### src/rtl/systolic_pkg.sv
// Shared definitions for the systolic array datapath: result width helper,
// row index type and result-collector state encoding.
package systolic_pkg;

  localparam int unsigned DIM_DEFAULT     = 8;
  localparam int unsigned BITS_AB_DEFAULT = 8;

  // Width of an accumulated result: product width plus growth from DIM adds.
  function automatic int unsigned bits_c_calc(input int unsigned bits_ab,
                                              input int unsigned dim);
    return 2 * bits_ab + $clog2(dim);
  endfunction

  typedef logic [$clog2(DIM_DEFAULT)-1:0] row_idx_t;

  typedef enum logic [1:0] {
    EMPTY   = 2'd0,
    COLLECT = 2'd1,
    FULL    = 2'd2
  } state_t;

endpackage

### src/rtl/deskew_delay.sv
// En-qualified delay line of DEPTH stages; DEPTH 0 is a plain passthrough.
module deskew_delay #(
  parameter int unsigned DEPTH = 1,
  parameter int unsigned BITS  = 8
) (
  input  logic            clk,
  input  logic            rst_n,
  input  logic            en,
  input  logic            flush,
  input  logic [BITS-1:0] d,
  output logic [BITS-1:0] q
);

  if (DEPTH == 0) begin : g_wire
    logic unused_ctrl;
    assign unused_ctrl = ^{clk, rst_n, en, flush};
    assign q = d;
  end else begin : g_shift
    logic [BITS-1:0] sr [DEPTH];

    // Shift one stage per enabled cycle; flush zeroes every stage.
    always_ff @(posedge clk or negedge rst_n) begin
      if (!rst_n) begin
        for (int unsigned i = 0; i < DEPTH; i++) sr[i] <= '0;
      end else if (flush) begin
        for (int unsigned i = 0; i < DEPTH; i++) sr[i] <= '0;
      end else if (en) begin
        sr[0] <= d;
        for (int unsigned i = 1; i < DEPTH; i++) sr[i] <= sr[i-1];
      end
    end

    assign q = sr[DEPTH-1];
  end

endmodule

### src/rtl/memc_deskew.sv
// Output-side result collector: removes the anti-diagonal skew of the array
// outputs and captures DIM aligned rows into a flop buffer read by row.
module memc_deskew
  import systolic_pkg::*;
#(
  parameter int unsigned BITS_C = bits_c_calc(BITS_AB_DEFAULT, DIM_DEFAULT),
  parameter int unsigned DIM    = DIM_DEFAULT
) (
  input  logic                           clk,
  input  logic                           rst_n,
  input  logic                           clr,
  input  logic                           en,
  input  logic signed [DIM*BITS_C-1:0]   Cin,
  input  logic        [DIM-1:0]          Cvalid,
  input  logic                           rd_en,
  input  logic        [$clog2(DIM)-1:0]  rd_row,
  output logic signed [DIM*BITS_C-1:0]   rd_data,
  output logic                           rd_valid,
  output logic                           full,
  output logic        [$clog2(DIM):0]    rows,
  output logic                           err
);

  localparam int unsigned RW    = $clog2(DIM);
  localparam logic [RW:0] DIM_L = (RW+1)'(DIM);

  // Aligned row from the delay lines
  logic [DIM-1:0]    dv;
  logic [BITS_C-1:0] dd [DIM];
  logic              row_valid;
  logic              partial;

  for (genvar c = 0; c < DIM; c++) begin : g_col
    logic [BITS_C:0] dq;

    deskew_delay #(
      .DEPTH (DIM - 1 - c),
      .BITS  (BITS_C + 1)
    ) u_dly (
      .clk   (clk),
      .rst_n (rst_n),
      .en    (en),
      .flush (clr),
      .d     ({Cvalid[c], Cin[c*BITS_C +: BITS_C]}),
      .q     (dq)
    );

    assign dv[c] = dq[BITS_C];
    assign dd[c] = dq[BITS_C-1:0];
  end

  assign row_valid = &dv;
  assign partial   = (|dv) && !row_valid;

  // Capture state
  state_t          state_q, state_d;
  logic   [RW:0]   rows_q, rows_d;
  logic            err_q, err_d;
  logic            full_q;
  logic            wr_en;
  logic   [RW-1:0] wr_row;

  logic [BITS_C-1:0] mem_q [DIM][DIM];

  assign wr_row = rows_q[RW-1:0];

  // Next-state: clr dominates, then partial rows, then capture / overflow.
  always_comb begin
    state_d = state_q;
    rows_d  = rows_q;
    err_d   = err_q;
    wr_en   = 1'b0;
    if (clr) begin
      state_d = EMPTY;
      rows_d  = '0;
      err_d   = 1'b0;
    end else if (en) begin
      if (partial) begin
        err_d = 1'b1;
      end else if (row_valid) begin
        case (state_q)
          EMPTY, COLLECT: begin
            wr_en   = 1'b1;
            rows_d  = rows_q + (RW+1)'(1);
            state_d = (rows_d == DIM_L) ? FULL : COLLECT;
          end
          FULL:    err_d   = 1'b1;
          default: state_d = EMPTY;
        endcase
      end
    end
  end

  // State, counters and registered status flags.
  always_ff @(posedge clk or negedge rst_n) begin
    if (!rst_n) begin
      state_q <= EMPTY;
      rows_q  <= '0;
      err_q   <= 1'b0;
      full_q  <= 1'b0;
    end else begin
      state_q <= state_d;
      rows_q  <= rows_d;
      err_q   <= err_d;
      full_q  <= (state_d == FULL);
    end
  end

  // Result buffer: one aligned row written per capture.
  always_ff @(posedge clk or negedge rst_n) begin
    if (!rst_n) begin
      for (int unsigned r = 0; r < DIM; r++)
        for (int unsigned c = 0; c < DIM; c++)
          mem_q[r][c] <= '0;
    end else if (wr_en) begin
      for (int unsigned c = 0; c < DIM; c++)
        mem_q[wr_row][c] <= dd[c];
    end
  end

  // Registered read port; sees the buffer before any same-edge write.
  always_ff @(posedge clk or negedge rst_n) begin
    if (!rst_n) begin
      rd_data  <= '0;
      rd_valid <= 1'b0;
    end else begin
      rd_valid <= rd_en;
      if (rd_en) begin
        if ({1'b0, rd_row} < DIM_L) begin
          for (int unsigned c = 0; c < DIM; c++)
            rd_data[c*BITS_C +: BITS_C] <= mem_q[rd_row][c];
        end else begin
          rd_data <= '0;
        end
      end
    end
  end

  assign full = full_q;
  assign rows = rows_q;
  assign err  = err_q;

endmodule
### config.mk
export PLATFORM = sky130hd
export DESIGN_NAME = memc_deskew
export DESIGN_NICKNAME = d
export VERILOG_FILES = /design/src/rtl/systolic_pkg.sv /design/src/rtl/deskew_delay.sv /design/src/rtl/memc_deskew.sv
export SDC_FILE = /design/constraint.sdc
export NUM_CORES = 2
export LEC_CHECK = 0
export BUFFER_PORTS_ARGS = -buffer_cell sky130_fd_sc_hd__buf_4
export CAP_MARGIN = 20
export CORE_UTILIZATION = 25
export CTS_CLUSTER_DIAMETER = 200
export DETAILED_ROUTE_END_ITERATION = 6
export GPL_ROUTABILITY_DRIVEN = 0
export HOLD_SLACK_MARGIN = 0.1
export PLACE_DENSITY = 0.43
export SYNTH_ARGS = -nofsm -noshare
export SYNTH_HDL_FRONTEND = slang
export SYNTH_HIERARCHICAL = 1
export SYNTH_SLANG_ARGS = --single-unit
export TNS_END_PERCENT = 30
### constraint.sdc
create_clock -name clk -period 3 [get_ports clk]
set_input_delay 0.6 -clock clk [delete_from_list [all_inputs] [get_ports clk]]
set_output_delay 0.6 -clock clk [all_outputs]
set_load 0.1 [all_outputs]
==> impl_metrics.env <==
export IMPL_cp_slowest_cell="or4_4"
export IMPL_clock_root_buffer="clkbuf_16"
export IMPL_arrival_ps=3440
export IMPL_crit_chain="nand4_2, or3_4, or4_4, buf_12, mux2_4"
export IMPL_core_area_um2=334000
export IMPL_fin_crit_sh=0.8962
export IMPL_max_freq_mhz=371.9
export IMPL_cts_max_level=4
export IMPL_ys_ff_latch=1937
export IMPL_drive_above_1_share=0.3939
export IMPL_cts_sinks=1937
export IMPL_p_sw_frac=0.2478
export IMPL_insertion_delay_ps=940
export IMPL_initial_utilization=0.2516
export IMPL_cp_start_kind="flip-flop"
export IMPL_netlist_instances=5606
export IMPL_grt_pass1_wl_um=338700
export IMPL_relSlewSlack=0.2985
export IMPL_worstPathMaxFanout=56
export IMPL_required_ps=3750
export IMPL_viasPerCell=4.363
export IMPL_final_cells=10620
export IMPL_drt_first_iter_violations=2146
export IMPL_vias=46330
export IMPL_path_class="reg2reg"
export IMPL_grt_pass1_vias=50490
export IMPL_num_nets_final=6231
export IMPL_dp_cells=10060
export IMPL_layout_commonest_cell="dfrtp_1"
export IMPL_cts_buffers=225
export IMPL_syn_nets=5775
export IMPL_ir_worst_vdd_mv=0.5179
export IMPL_worstMarginPinSlew_ps=1052
export IMPL_power_density_nw_per_um2=579.7
export IMPL_syn_cell_area_um2=84020
export IMPL_drt_wirelength_per_cell_um=20.68
export IMPL_antenna_found_initial=8
export IMPL_end_kind="flip-flop"
export IMPL_slew_violations=0
export IMPL_die_y_um=581.7
export IMPL_track_usage=0.1301
export IMPL_hold_viol=0
export IMPL_ys_types=38
export IMPL_fin_util=0.3017
export IMPL_p_comb_frac=0.068
export IMPL_dp_hpwl_um=137000
export IMPL_pin_count=327
export IMPL_pwr_share_seq=0.458
export IMPL_firstDrtPassIters=5
export IMPL_numPortBuffers=326
export IMPL_wl_um=219600
export IMPL_drc=0
export IMPL_fill_cells=33170
export IMPL_yosysSeqAreaShare=0.5769
export IMPL_ys_warn_count=6
export IMPL_syn_area_per_cell_um2=14.99
export IMPL_pwr_share_clk=0.474
export IMPL_tritoncts="done"
export IMPL_rows=212
export IMPL_period_minus_slack_ps=2689
export IMPL_p_leak_uw=0.04941
export IMPL_ant_nets=0
export IMPL_holdCritPathClass="in2reg"
export IMPL_p_int_uw=43940
export IMPL_setup_tns_final_ps=0
export IMPL_final_cell_mix="dfrtp_1, mux2_2, nor2_1"
export IMPL_dieArea_um2=338400
export IMPL_grt_ovfl_total=0
export IMPL_die_w_um=581.7
export IMPL_cts_resized_gates=0
export IMPL_clk_pin_slew_ps=60
export IMPL_ctsLongestPathBuffers=4
export IMPL_power_switching_uw=14470
export IMPL_cap_violations=0
export IMPL_cp_top_family="simple AND/OR/NAND/NOR gates"
export IMPL_outcome="complete, no violations"
export IMPL_cp_slowest_stage_delay_ps=550
export IMPL_rsz0062_at_grt="false"
export IMPL_grt_max_degree=163
export IMPL_fin_skew_ps=92.96
export IMPL_syn_to_final_growth_pct=19.93
export IMPL_timing_critical_path_buf_inv=1
export IMPL_finalSetupViolations=0
what timing repair did:
item,4_1_cts,5_1_grt
hold buffers,161,0
setup endpoints to repair,0,0
setup buffers,0,0
hold endpoints to repair,960,0
routing by layer:
| metal | wire (um) | vias to the layer above | GRT usage |
|---|---|---|---|
| li1 | - | 20830 | - |
| met1 | 105100 | 24610 | 0.1837 |
| met2 | 102800 | 590 | 0.2091 |
| met3 | 6704 | 297 | 0.01914 |
| met4 | 4953 | 0 | 0.03093 |
| met5 | 0 | - | 0 |
cell usage after synthesis, drive strengths merged:
cell    instances  area (um2)
mux2         1216       14290
nand3b          2       15.01
dfrtp        1937       48470
nor4            4       25.02
a211oi          1       7.510
xnor2           3       26.28
inv             4       15.01
nor2          719        2699
a21oi         156       780.8
mux4          304        6847
buf           355        2880
nor2b           1       6.260
ha              1       12.51
nand2b          2       12.51
o21ai           1       5.000
nor4b           1       8.760
nor3            4       25.02
nand2           1       3.750
nand4           4       31.28
or4             2       15.01
or3             2       17.52
or2             1       6.260
nand3           1       5.000
clkbuf        166       625.6
nand4b          2       17.52
mux2i         713        7137
or4b            1       10.01
a21bo           2       20.02
metrics by stage:
stage	hold WS [ps]	instance area, um2	worst slack [ps]	total power (uW)
floorplan	304.4	84020	215.2	29560
global placement	481.3	91720	122.4	31140
detailed placement	487.7	91720	54.03	31160
CTS	122.6	100800	263.9	59690
global route	146.5	100800	155.4	60930
finish	187.8	100800	311.4	58410
logic make-up (layout without fill, tap and decap cells):
logic type / after synthesis / count (layout) / share of synthesized area
multiplexers: 2233 / 2233 / 0.3366
flip-flops: 1937 / 1937 / 0.5769
buffers and inverters: 525 / 1147 / 0.04191
XOR/XNOR: 3 / 3 / 0.0003128
other: 0 / 3 / 0
AND/OR/NAND/NOR: 747 / 747 / 0.03449
AO/OA/AOI/OAI: 160 / 160 / 0.009680
adder cells (fa/ha/maj): 1 / 1 / 0.0001489
worst paths after layout:
kind,from,end,slack (ps),cells after the start
max in group asynchronous,rst_n,mem_q[507],1520,4
hold reg to reg,g_col[5].u_dly/g_shift.sr[21],g_col[5].u_dly/q[1],480,2
setup reg to reg,g_col[6].u_dly/q[19],mem_q[596],310,5
setup / recovery,g_col[6].u_dly/q[19],mem_q[596],310,5
min in group asynchronous,rst_n,g_col[1].u_dly/g_shift.sr[115],210,2
hold / removal,clr,g_col[3].u_dly/q[1],190,3
cell type report:
cell class,count,area (um2),share of cell area
Timing Repair Buffer,750,7312,0.07257
Clock inverter,54,790.8,0.007848
Multi-Input combinational cell,3144,32050,0.3180
Tap cell,4387,5489,0.05447
Antenna cell,3,7.507,0.00007450
Inverter,4,15.01,0.0001490
Sequential cell,1937,48470,0.4810
Clock buffer,339,6631,0.06581
flip-flops by register name (all words and copies together), names as in the netlist:
name,flops
g_col.u_dly/q,140
rd_data,152
rd_valid,1
rows,4
mem_q,1216
full,1
err,1
g_col.u_dly/g_shift.sr,420
state_q,2
power by group through the flow:
| stage | clock, uW | sequential, uW | combinational (uW) |
|---|---|---|---|
| floorplan | 0 | 28100 | 1420 |
| global placement | 0 | 27200 | 3900 |
| detailed placement | 0 | 27200 | 3920 |
| CTS | 28800 | 26800 | 4120 |
| global route | 29800 | 26800 | 4320 |
| finish | 27700 | 26800 | 3990 |
worst min-delay path: cells and delay by family:
family | cells | cell delay, ps
buffers and inverters | 2 | 330
and+or+nand+nor | 1 | 130
No activity file was read; power rests on OpenSTA's default activity.
